### src/rtl/eight_bit_serial_sub_module.sv
// Bit-serial subtractor: diff = a - b, one bit per clock LSB first, with a
// start/done handshake and borrow, signed-overflow and zero flags.
module eight_bit_serial_sub_module #(
    parameter int WIDTH = 8
) (
    input  logic             clk,
    input  logic             rst,
    input  logic             start,
    input  logic [WIDTH-1:0] a,
    input  logic [WIDTH-1:0] b,
    output logic             busy,
    output logic             done,
    output logic [WIDTH-1:0] diff,
    output logic             bout,
    output logic             ovf,
    output logic             zero
);

    localparam int CW = $clog2(WIDTH);
    localparam logic [CW-1:0] CNT_LAST = CW'(WIDTH - 1);

    typedef enum logic [1:0] {
        IDLE = 2'd0,
        RUN  = 2'd1,
        DONE = 2'd2
    } state_t;

    state_t           state_r;
    state_t           state_s;
    logic [WIDTH-1:0] a_sh_r;
    logic [WIDTH-1:0] b_sh_r;
    logic [WIDTH-1:0] res_r;
    logic [WIDTH-1:0] res_s;
    logic [CW-1:0]    cnt_r;
    logic             br_r;
    logic             br_s;
    logic             d_s;
    logic             a_msb_r;
    logic             b_msb_r;
    logic             ovf_s;
    logic             finish_s;

    // One full-subtractor cell: returns {borrow_out, difference_bit}.
    function automatic logic [1:0] sub_bit(input logic ai, input logic bi, input logic bri);
        logic [1:0] r;
        r[0] = ai ^ bi ^ bri;
        r[1] = (~ai & bi) | (~(ai ^ bi) & bri);
        return r;
    endfunction

    // Next-state decode for the IDLE/RUN/DONE sequencer.
    always_comb begin
        state_s = state_r;
        case (state_r)
            IDLE: begin
                if (start) begin
                    state_s = RUN;
                end else begin
                    state_s = IDLE;
                end
            end
            RUN: begin
                if (cnt_r == CNT_LAST) begin
                    state_s = DONE;
                end else begin
                    state_s = RUN;
                end
            end
            DONE:    state_s = IDLE;
            default: state_s = IDLE;
        endcase
    end

    // Current bit slice, the result as it stands after this bit, and overflow.
    always_comb begin
        {br_s, d_s} = sub_bit(a_sh_r[0], b_sh_r[0], br_r);
        res_s       = {d_s, res_r[WIDTH-1:1]};
        ovf_s       = (a_msb_r ^ b_msb_r) & (a_msb_r ^ res_s[WIDTH-1]);
        finish_s    = (state_r == RUN) && (state_s == DONE);
    end

    // State register.
    always_ff @(posedge clk or posedge rst) begin
        if (rst) begin
            state_r <= IDLE;
        end else begin
            state_r <= state_s;
        end
    end

    // Operand shift registers, result accumulator, counter and borrow flop.
    always_ff @(posedge clk or posedge rst) begin
        if (rst) begin
            a_sh_r  <= '0;
            b_sh_r  <= '0;
            res_r   <= '0;
            cnt_r   <= '0;
            br_r    <= 1'b0;
            a_msb_r <= 1'b0;
            b_msb_r <= 1'b0;
        end else begin
            case (state_r)
                IDLE: begin
                    if (start) begin
                        a_sh_r  <= a;
                        b_sh_r  <= b;
                        a_msb_r <= a[WIDTH-1];
                        b_msb_r <= b[WIDTH-1];
                        br_r    <= 1'b0;
                        cnt_r   <= '0;
                    end
                end
                RUN: begin
                    a_sh_r <= a_sh_r >> 1;
                    b_sh_r <= b_sh_r >> 1;
                    res_r  <= res_s;
                    br_r   <= br_s;
                    cnt_r  <= cnt_r + CW'(1);
                end
                default: begin
                    cnt_r <= cnt_r;
                end
            endcase
        end
    end

    // Status outputs follow the next state; result flags update only on completion.
    always_ff @(posedge clk or posedge rst) begin
        if (rst) begin
            busy <= 1'b0;
            done <= 1'b0;
            diff <= '0;
            bout <= 1'b0;
            ovf  <= 1'b0;
            zero <= 1'b0;
        end else begin
            busy <= (state_s == RUN);
            done <= (state_s == DONE);
            if (finish_s) begin
                diff <= res_s;
                bout <= br_s;
                ovf  <= ovf_s;
                zero <= (res_s == '0);
            end
        end
    end

endmodule

### config.mk
export PLATFORM = sky130hd
export DESIGN_NAME = eight_bit_serial_sub_module
export DESIGN_NICKNAME = d
export VERILOG_FILES = /design/src/rtl/eight_bit_serial_sub_module.sv
export SDC_FILE = /design/constraint.sdc
export NUM_CORES = 1
export LEC_CHECK = 0
export ABC_AREA = 1
export BUFFER_PORTS_ARGS = -buffer_cell sky130_fd_sc_hd__buf_4
export CORE_MARGIN = 10
export CORE_UTILIZATION = 40
export CTS_CLUSTER_SIZE = 10
export DETAILED_ROUTE_END_ITERATION = 12
export PLACE_DENSITY = 0.69
export SETUP_SLACK_MARGIN = 0.2
export SYNTH_ARGS = -nofsm -noshare
export SYNTH_HDL_FRONTEND = slang
export SYNTH_SLANG_ARGS = --single-unit
### constraint.sdc
create_clock -name clk -period 2.2 [get_ports clk]
set_input_delay 0.44 -clock clk [delete_from_list [all_inputs] [get_ports clk]]
set_output_delay 0.44 -clock clk [all_outputs]
set_load 0.01 [all_outputs]
Yosys cells after proc, flatten, opt, wreduce, memory -nomap -nowiden
Index checks and enable logic that the tools add are counted.
Widths: inputs -> output; s select.
{"block": "word_totals", "register_bits": 45, "in_bits": 19, "output_inout_bits": 13, "word_cells": 47}
{"block": "classes", "n_addsub": 1, "n_eq_ne": 5, "mux": 11, "bitwise_logic": 10, "reduce_logical": 6}
{"op": "$pmux 8 s2", "n": 2}
{"op": "$mux 8", "n": 2}
{"op": "$logic_not 8->1", "n": 1}
{"op": "$pmux 3 s2", "n": 1}
{"op": "$eq 2x1->1 const B", "n": 2}
{"op": "$pmux 2 s2", "n": 1}
{"op": "$reduce_and 2->1", "n": 2}
{"op": "$xor 1x1->1", "n": 4}
{"op": "$add 3x1->3 const B", "n": 1}
{"op": "$and 1x1->1", "n": 3}
{"op": "$eq 3x3->1 const B", "n": 1}
{"op": "$mux 3", "n": 1}
{"op": "$eq 2x2->1 const B", "n": 1}
{"op": "$logic_not 2->1", "n": 1}
{"op": "$mux 1", "n": 2}
{"op": "$mux 2", "n": 1}
{"op": "$ne 2x2->1 const B", "n": 1}
{"op": "$not 1->1", "n": 2}
{"op": "$pmux 1 s2", "n": 1}
{"op": "$reduce_bool 2->1", "n": 1}
{"op": "$logic_and 1x1->1", "n": 1}
{"op": "$or 1x1->1", "n": 1}

Logic depth before layout (Yosys ltp)
Gate-level depths: netlist (run 1).
{"block": "logic_depth", "depth_word": 5, "ltp_mapped": 7, "ltp_nobuf": 7}

Worst setup path after synthesis (run 1)
OpenSTA, ideal clock, no wires.
{"block": "synth_timing", "path_type": "register to register", "from": "reg a_sh_r[0]", "to": "reg ovf", "setup_time_ps": 117, "arrival_time_ps": 1158, "required_time_ps": 2083, "path_slack_ps": 925, "path_stages_with_launch": 6, "path_buffers": 0, "cell_sequence": "dfrtp_1 > fa_1 > inv_1 > o21ai_0 > nand3_1 > nand2_1"}
{"block": "synth_via", "elab_chain_cells": 4}
{"item": "from (decl)", "line": "30", "rtl": "logic [WIDTH-1:0] a_sh_r;"}
{"item": "from (signal assigned)", "line": "114", "rtl": "a_sh_r <= a_sh_r >> 1;"}
{"item": "$xor 1x1->1 (2 in series)", "line": "46", "rtl": "r[0] = ai ^ bi ^ bri;"}
{"item": "net d_s", "line": "37", "rtl": "logic d_s;"}
{"item": "$xor 1x1->1", "line": "78", "rtl": "ovf_s = (a_msb_r ^ b_msb_r) & (a_msb_r ^ res_s[WIDTH-1]);"}
{"item": "$and 1x1->1", "line": "78"}
{"item": "to (signal assigned)", "line": "142", "rtl": "ovf <= ovf_s;"}
{"item": "to (decl)", "line": "15", "rtl": "output logic ovf,"}
The timed path passes the listed nets, and every way through them passes these cells.
A chain may end at the register's enable or synchronous reset.

Worst setup path in the final report (run 1)
{"block": "layout_timing", "from": "reg state_r[0]", "to": "reg a_sh_r[2]"}
{"block": "layout_via", "elab_chain_cells": 3}
{"item": "from (decl)", "line": "28", "rtl": "state_t state_r;"}
{"item": "from (signal assigned)", "line": "87", "rtl": "state_r <= state_s;"}
{"item": "$eq 2x1->1 / $logic_not 2->1 (equally long branches)", "line": "102", "rtl": "case (state_r)"}
{"item": "$reduce_bool 2->1 (no line) / $ne 2x2->1 (equally long branches)"}
{"item": "$reduce_and 2->1 (no line)"}
Parallel ways exist; a longest one is shown, timed or not.

==> results, run 1 <==
- The slack of the worst reg-to-reg path is around 0.72 ns.
- STA puts the critical path data required time at 2.44 ns.
- The number of gates resized after cts is 0.
- Max-cap violations in this run came to 0.
- The worst register-to-register path ends at a_sh_r[2]$_DFFE_PP0P_.
- In the layout the commonest cells are nand2_1, dfrtp_1, inv_1, buf_4, nand3_1.
- The master cell of the clock root buffer is clkbuf_8.
- The run finished with clean final reports.
- The H-tree generated during clock tree synthesis spans 2 levels.
- After clock tree synthesis, the clock-pin slew on the worst setup and hold paths is roughly 0.080 ns.
- The data arrival at the endpoint of the critical path is around 1.7 ns.
- The synthesized netlist contains 18 unique library cells.
- The combinational power share is 0.425.
- The number of port buffers is 31.
- The Yosys step of the flow raised 0 warnings.
- The transition time at the pin with the least slew margin is around 0.54 ns.
- The number of antenna violations at the first check in global routing is 0.
- The routed layout has around 1,500 vias.
- For this design, the CTS-stage hold fixing added 0 buffers.
- Synthesis produced a netlist with a net count of roughly 260.
- The floorplan step defined a core boundary enclosing around 4800 sq um.
- The final layout contains routed wiring with a total length of roughly 3700 um.
- After detailed routing, the number of vias per cell comes to between 4 and 5.
- The type of the worst setup path is reg2reg.
- The share of total power dissipated in sequential elements is 0.426.
- The floorplan die area is 8240 sq um.
- STA classifies the critical path startpoint as a register.
- For this design the ratio of total power to cell area is 1370 nW/um^2.
- The cell area after technology mapping is around 2000 sq um.
- The floorplan has 25 rows.
- The total clock buffers created by CTS is 5.
- In this run the static leakage power is approximately 1.3 nW.
- Leaving out fill and tap cells, the most frequent cell in the layout is nand2_1.
- The clock skew after layout is ~0.007 ns.
- The number of failing hold endpoints at the final stage is 0.
- The portion of total power attributed to the clock network is 0.150.
- The detail route stage leaves a number of antenna-violating nets equal to 0.
- Entering global routing, the biggest net connects 45 pins.
- The first TritonRoute pass finished after 4 iterations.
- The finished layout holds around 340 standard cells, fillers aside.
- The minimum clock period is 1.48 ns.
- For this run, the top clock speed supported by timing is approximately 670 MHz.
- The internal portion of total power is about 1.9 mW.
- Including well taps, the total number of placed cells is 332.
- In the final layout, the share of cells above drive strength 1 is 0.188.
- The share of synthesized area occupied by flip-flops and latches is 0.550.
- Counting the fill cells in the layout gives 490.
- The path class of the lowest-slack min-delay path is in2async.
- The number of placed I/O pins is 32.
- The cell count after synthesis is 240.
- Clock latency on the worst-skew pair, taken at its later pin, is about 0.30 ns.
- By area the synthesized netlist is led by dfrtp_1, nand2_1, inv_1.
- The cell type of the slowest stage on the worst timing path is dfrtp_1.
- The number of global-route vias before repair is 1,509.
- In the finished design, the share of the clock period the worst path needs comes to 0.674.
- The die span in y is just over 90 um.
- The maximum VDD drop is between 0.0006 and 0.0007 V.
- The largest stage delay on the critical path is 0.44 ns.
- After detailed routing, the average wire length per cell comes to about 11 um.
- The remaining routing DRC violations is 0.
- Setup repair after global routing left no endpoint under its margin.
- The starting density of the core is 0.419.
- Post-CTS timing repair inserted 0 buffers for setup.
- The area added between synthesis and finish is 17.7%.
- In the final design database the tool counted 294 nets.
- Setup violations remaining at the end of the flow were counted as 0.
- The first-pass GRT wire length is slightly below 7000 um.
- The number of slew-limit violations in the final report was 0.
- The number of antenna cells inserted is 0.
- The CTS sink count is 44.
- The all-layer global routing usage is 0.101.
- Walking the worst path, the cells encountered are nand2_4, nand2_4, inv_2, nand2_1, nand2_1.
- Detailed placement finished with a half-perimeter wire length of ~2700 um.
- Of the total power, the share spent switching nets is 0.404.
- In this run the critical register-to-register path is launched from state_r[0]$_DFF_PP0_.
- The worst slew margin relative to its limit is 0.641.
- The cell type contributing the most total cell area after synthesis is dfrtp_1.
- The share of the synthesized area in the top cell type is 0.550.
- The buffer levels on the longest clock path is 2.
- The synthesized design contains 44 register bits.
- The accumulated negative setup slack is 0 ns.
- The global-route congestion overflow total is 0.
- The floorplan step set the die width to between 90 and 100 um.
- A synthesized cell averages between 8 and 9 sq um.
- Counting cells, the worst reg-to-reg path comes to 5.
- The total power draw is between 3 and 4 mW.
- The detailed router's first-iteration violation count is 105.
- The worst setup path is captured at a register.
- The total net switching power is 1.31 mW.
- TritonCTS built the clock tree.
- Of all nets on the critical path, the largest fanout is 35.
- Routability-driven placement finished with a final weighted congestion of roughly 0.78.
-- synth_stat cells --
library cell  count
inv_6             1
o22ai_1           3
nand2_1          90
o21ai_0          14
buf_4             2
nor2_1            9
buf_2             2
nand2_4           3
inv_1            42
ha_1              2
nand3_1          15
clkbuf_1          1
inv_2             1
o21ai_2           7
a21oi_1           1
fa_1              1
buf_6             2
dfrtp_1          44
-- power by group through the flow --
stage	clock (mW)	combinational (mW)	sequential [mW]
2_1_floorplan	0	1.00	1.41
6_report	0.485	1.37	1.38
3_5_place_dp	0	1.40	1.40
3_3_place_gp	0	1.38	1.39
5_1_grt	0.542	1.62	1.44
4_1_cts	0.501	1.40	1.38
-- layer usage --
metal  vias up  global-route usage  routed length (um)
met3         6              0.0482                 282
li1        786                   -                   -
met4         0              0.0438                  67
met1       644               0.116                1720
met5         -                   0                   0
met2        36               0.154                1680
-- area by class of cell --
type                       instances  area (sq um)  area share
inverter                          44           170      0.0722
tap                               67          83.8      0.0356
clock inverter                     2          12.5     0.00531
multi-input combinational        145           681       0.289
timing repair buffer              32           240       0.102
clock buffer                       5          68.8      0.0292
sequential                        44          1100       0.467
-- logic make-up (layout without fill, tap and decap cells) --
family          count (synthesis)  in the layout  synth area share
compound gates                 25             25            0.0775
fa+ha+maj                       3              3            0.0225
buf+inv                        51             83             0.111
flops                          44             44             0.550
simple gates                  117            117             0.240
-- registers in the layout (all words and copies together), names as in the netlist --
| name | flops |
|---|---|
| done | 1 |
| br_r | 1 |
| state_r | 2 |
| res_r | 7 |
| b_msb_r | 1 |
| busy | 1 |
| zero | 1 |
| a_sh_r | 8 |
| cnt_r | 3 |
| b_sh_r | 8 |
| a_msb_r | 1 |
| ovf | 1 |
| diff | 8 |
| bout | 1 |
-- critical path, delay by kind of cell (launching register included) --
kind | cells | cell delay [ns]
buf+inv | 1 | 0.27
simple gates | 4 | 0.71
flops | 1 | 0.44
-- stage by stage --
stage | setup WS (ns) | utilization | hold slack, ns | instance area, sq um
CTS | 0.710 | 0.493 | 0.293 | 2360
finish | 0.717 | 0.493 | 0.272 | 2360
global route | 0.549 | 0.493 | 0.319 | 2360
global placement | 0.765 | 0.476 | 0.460 | 2280
detailed placement | 0.734 | 0.476 | 0.465 | 2280
floorplan | 0.729 | - | 0.446 | 2000
-- worst max-delay path by stage --
stage / start / endpoint / slack (ns) / cells after the start
4_1_cts: state_r[0]$_DFF_PP0_ / a_sh_r[2]$_DFFE_PP0P_ / 0.71 / 5
6_report: state_r[0]$_DFF_PP0_ / a_sh_r[2]$_DFFE_PP0P_ / 0.72 / 5
5_1_grt: state_r[0]$_DFF_PP0_ / a_sh_r[2]$_DFFE_PP0P_ / 0.55 / 5
2_1_floorplan: rst / a_msb_r$_DFFE_PP0P_ / 0.73 / 1
3_3_place_gp: state_r[0]$_DFF_PP0_ / b_sh_r[2]$_DFFE_PP0P_ / 0.76 / 5
3_5_place_dp: state_r[0]$_DFF_PP0_ / a_sh_r[6]$_DFFE_PP0P_ / 0.73 / 5
(Power assumes the default switching activity.)
==> inputs of run 2 (changes only) <==
--- a/config.mk
+++ b/config.mk
@@ -5,7 +5,7 @@
 export SDC_FILE = /design/constraint.sdc
 export NUM_CORES = 1
 export LEC_CHECK = 0
-export ABC_AREA = 1
+export ABC_AREA = 0
 export BUFFER_PORTS_ARGS = -buffer_cell sky130_fd_sc_hd__buf_4
 export CORE_MARGIN = 10
 export CORE_UTILIZATION = 40
==> constraint.sdc (replaced) <==
create_clock -name clk -period 1.46 [get_ports clk]
set_input_delay 0.292 -clock clk [delete_from_list [all_inputs] [get_ports clk]]
set_output_delay 0.292 -clock clk [all_outputs]
set_load 0.01 [all_outputs]
==> results, run 2 <==
- The CTS sink count is 44.
- The number of antenna violations at the first check in global routing is 0.
- The run finished with clean final reports.
- Setup repair after global routing could not meet its margin everywhere.
- The clock-pin slew of the registers on the worst-case setup and hold paths is ~0.08 ns.
- The total core area is about 4700 sq um.
- Of the cells placed in the final design, the portion with a size suffix greater than 1 is 0.399.
- The cell area reported after detailed placement is about 2200 sq um.
- Max-cap violations in this run came to 0.
- The number of global-route vias before repair is roughly 1,400.
- The worst setup path is launched from a register.
- Summing all multi-input logic gate instances after layout gives 826 sq um.
- The later pin in the worst-skew pair is clocked with a latency of around 0.30 ns.
- The net count of the finished layout is approximately 240.
- Data arrives at the worst endpoint at between 1.5 and 2 ns.
- The H-tree level count is 2.
- For this run, the leading register cell type out of synthesis is dfrtp_1.
- The area added between synthesis and finish is 33.0%.
- The final clock period utilization by the worst path is 0.990.
- The worst endpoint required time is 1.65 ns.
- The vias per cell is 5.14.
- In this run the tool buffered the top-level ports with 31 buffer cells.
- In this run the worst path has a maximum fanout of 5.
- For this configuration, the core starts out at a cell density of 0.410.
- The worst setup slack before clock tree synthesis is between 0.03 and 0.04 ns.
- The mapped netlist covers between 1500 and 2000 sq um.
- The most common cell after layout, fill and taps aside is dfrtp_1.
- Summing internal, switching and leakage power gives between 5 and 6 mW.
- For the pin with the worst max-slew slack, the measured transition is roughly 0.38 ns.
- Entering global routing, the biggest net connects 45 pins.
- The floorplan step defined a die boundary enclosing approximately 8000 sq um.
- The areal power density over the cells is approximately 2100 nW/um^2.
- The number of register bits inferred by synthesis is 44.
- The minimum clock period is approximately 1.4 ns.
- For this run, the total global-route usage over all layers was measured as 0.109.
- The placed wire-length estimate after detailed placement is between 2000 and 3000 um.
- The accumulated negative setup slack is 0 ns.
- The number of failing hold endpoints at the final stage is 0.
- The number of rows in the core area is 25.
- Measured along the x axis, the die boundary spans 89.1 um.
- The path class of the tightest hold or removal check is in2async.
- The count of non-filler cells in the finished layout is 272.
- Ranked by instance count, the synthesized netlist is headed by dfrtp_1, nand2_1, o21ai_1, a22oi_1, mux2_1.
- The share of synthesized area occupied by flip-flops and latches is 0.577.
- Fill cells in the final layout number 416.
- Once detail routing completed, the nets flagged for antenna violations numbered 0.
- The highest attainable clock frequency is roughly 690 MHz.
- The clock arrives with about 0.0033 ns of skew.
- Across the VDD grid, the largest voltage drop is about 0.0011 V.
- The CTS tree is done.
- In the post-route analysis, the smallest setup slack over all paths is ~0.014 ns.
- After detailed routing, the average wire length per cell comes to between 10 and 15 um.
- Summed over all cells, the static leakage comes to approximately 1.3 nW.
- The number of placed I/O pins is 32.
- The number of antenna cells inserted is 0.
- The largest registers in the layout are a_sh_r (8), b_sh_r (8), diff (8).
- The async set-reset flop share out of synthesis is 1.00.
- The total iterations of the first detailed-routing run is 4.
- The count of different cell masters after synthesis is 26.
- The die is ~90 um tall.
- In the post-synthesis netlist, the biggest area contributors are dfrtp_1, nand2_1, a22oi_1.
- The final number of setup-violating endpoints is 0.
- The share of synthesized area in the top cell type comes to 0.577.
- The post-synthesis net count is 192.
- The detailed router's first-iteration violation count is 86.
- CTS placed an instance of clkbuf_8 at the clock tree root.
- The number of enable flip-flop cells after synthesis is 0.
- The detailed-route via count is 1,398.
- The post-synthesis area per instance is around 11 sq um.
- The cell count after synthesis is 170.
- The placed cell count is around 250.
- The cell type contributing the most total cell area after synthesis is dfrtp_1.
- In the final layout, flip-flops and latches occupy 1100 sq um.
- In this run the deepest clock path goes through 2 buffers.
- The first-pass GRT wire length is 6690 um.
- The type of the worst setup path is reg2reg.
- For this run, design rule violations remaining after detail routing come to 0.
- For this run the aggregate overflow at the end of global routing stands at 0.
- By instance count, the leading cell after synthesis is dfrtp_1.
- The library cells used most frequently in the layout, excluding fill and tap cells, are dfrtp_1, buf_4, nand2_1, o21ai_1, a22oi_1.
- In this run the tightest slew margin relative to its limit is 0.745.
- The number of slew-limit violations in the final report came to 0.
- For this run, the number of Yosys warnings is 0.
- The finished layout cell area is 2540 sq um.
- The final wirelength is between 4000 and 5000 um.
- STA classifies the critical path endpoint as a register.
- The global placement routability congestion is 0.674.
- The total clock buffers created by CTS is 5.
-- run 2: cell count changes after synthesis, sizes merged, moves of 4 or more --
| cell | delta |
|---|---|
| a22o | +4 |
| a21oi | +6 |
| nand3 | -15 |
| nand2 | -57 |
| and2b | +7 |
| a22oi | +14 |
| inv | -38 |
| mux2 | +10 |
| nor2 | -6 |
-- run 2: final timing paths --
path | start | to | slack (ns) | depth (start not counted)
worst min register to register | b_sh_r[2]$_DFFE_PP0P_ | b_sh_r[2]$_DFFE_PP0P_ | 0.49 | 2
worst max register to register | b_sh_r[0]$_DFFE_PP0P_ | diff[7]$_DFFE_PP0P_ | 0.01 | 4
worst max-delay path | b_sh_r[0]$_DFFE_PP0P_ | diff[7]$_DFFE_PP0P_ | 0.01 | 4
max in group asynchronous | rst | state_r[0]$_DFF_PP0_ | 1.22 | 3
worst min-delay path | rst | diff[7]$_DFFE_PP0P_ | 0.04 | 3
min in group clk | a[7] | a_sh_r[7]$_DFFE_PP0P_ | 0.22 | 2
-- run 2: cell families after synthesis --
family	after synthesis	share of synthesized area
adder cells (fa/ha/maj)	3	0.0236
AND/OR/NAND/NOR	53	0.145
multiplexers	10	0.0629
buffers and inverters	15	0.0400
AO/OA/AOI/OAI	45	0.151
flip-flops	44	0.577
-- run 2: power breakdown --
group          internal [mW]  switching (mW)
clock network          0.604           0.413
logic                   1.19           0.965
registers               1.73           0.365
-- run 2: worst max-delay path, cell delays in order, from the launching register on --
cell,delay (ns)
dfrtp_1,0.40
inv_2,0.06
fa_2,0.48
buf_4,0.15
mux2_4,0.25
-- run 2: routing by layer --
metal / vias up / part of all wire / track usage
met2: 39 / 0.45 / 0.160
li1: 685 / - / -
met1: 666 / 0.46 / 0.141
met4: 0 / 0.017 / 0.0477
met5: - / 0 / 0
met3: 8 / 0.069 / 0.0374
-- run 2: cell type report --
class / count / area share
Clock buffer: 7 / 0.0379
Multi-Input combinational cell: 113 / 0.325
Tap cell: 54 / 0.0266
Clock inverter: 1 / 0.0118
Inverter: 6 / 0.0103
Sequential cell: 44 / 0.433
Timing Repair Buffer: 47 / 0.155
-- run 2: stage by stage --
| step | util | hold slack, ns |
|---|---|---|
| floorplan | - | 0.296 |
| CTS | 0.526 | 0.0424 |
| finish | 0.545 | 0.0362 |
| global route | 0.545 | 0.0511 |
| detailed placement | 0.481 | 0.373 |
| global placement | 0.481 | 0.371 |
-- run 2: timing repair --
item                                    CTS  global route
buffers inserted                          4             6
pin swaps                                 2             4
hold buffers                              0             0
endpoints found under the setup margin   23            40
cloned                                    1             1
resized for setup                        13             7
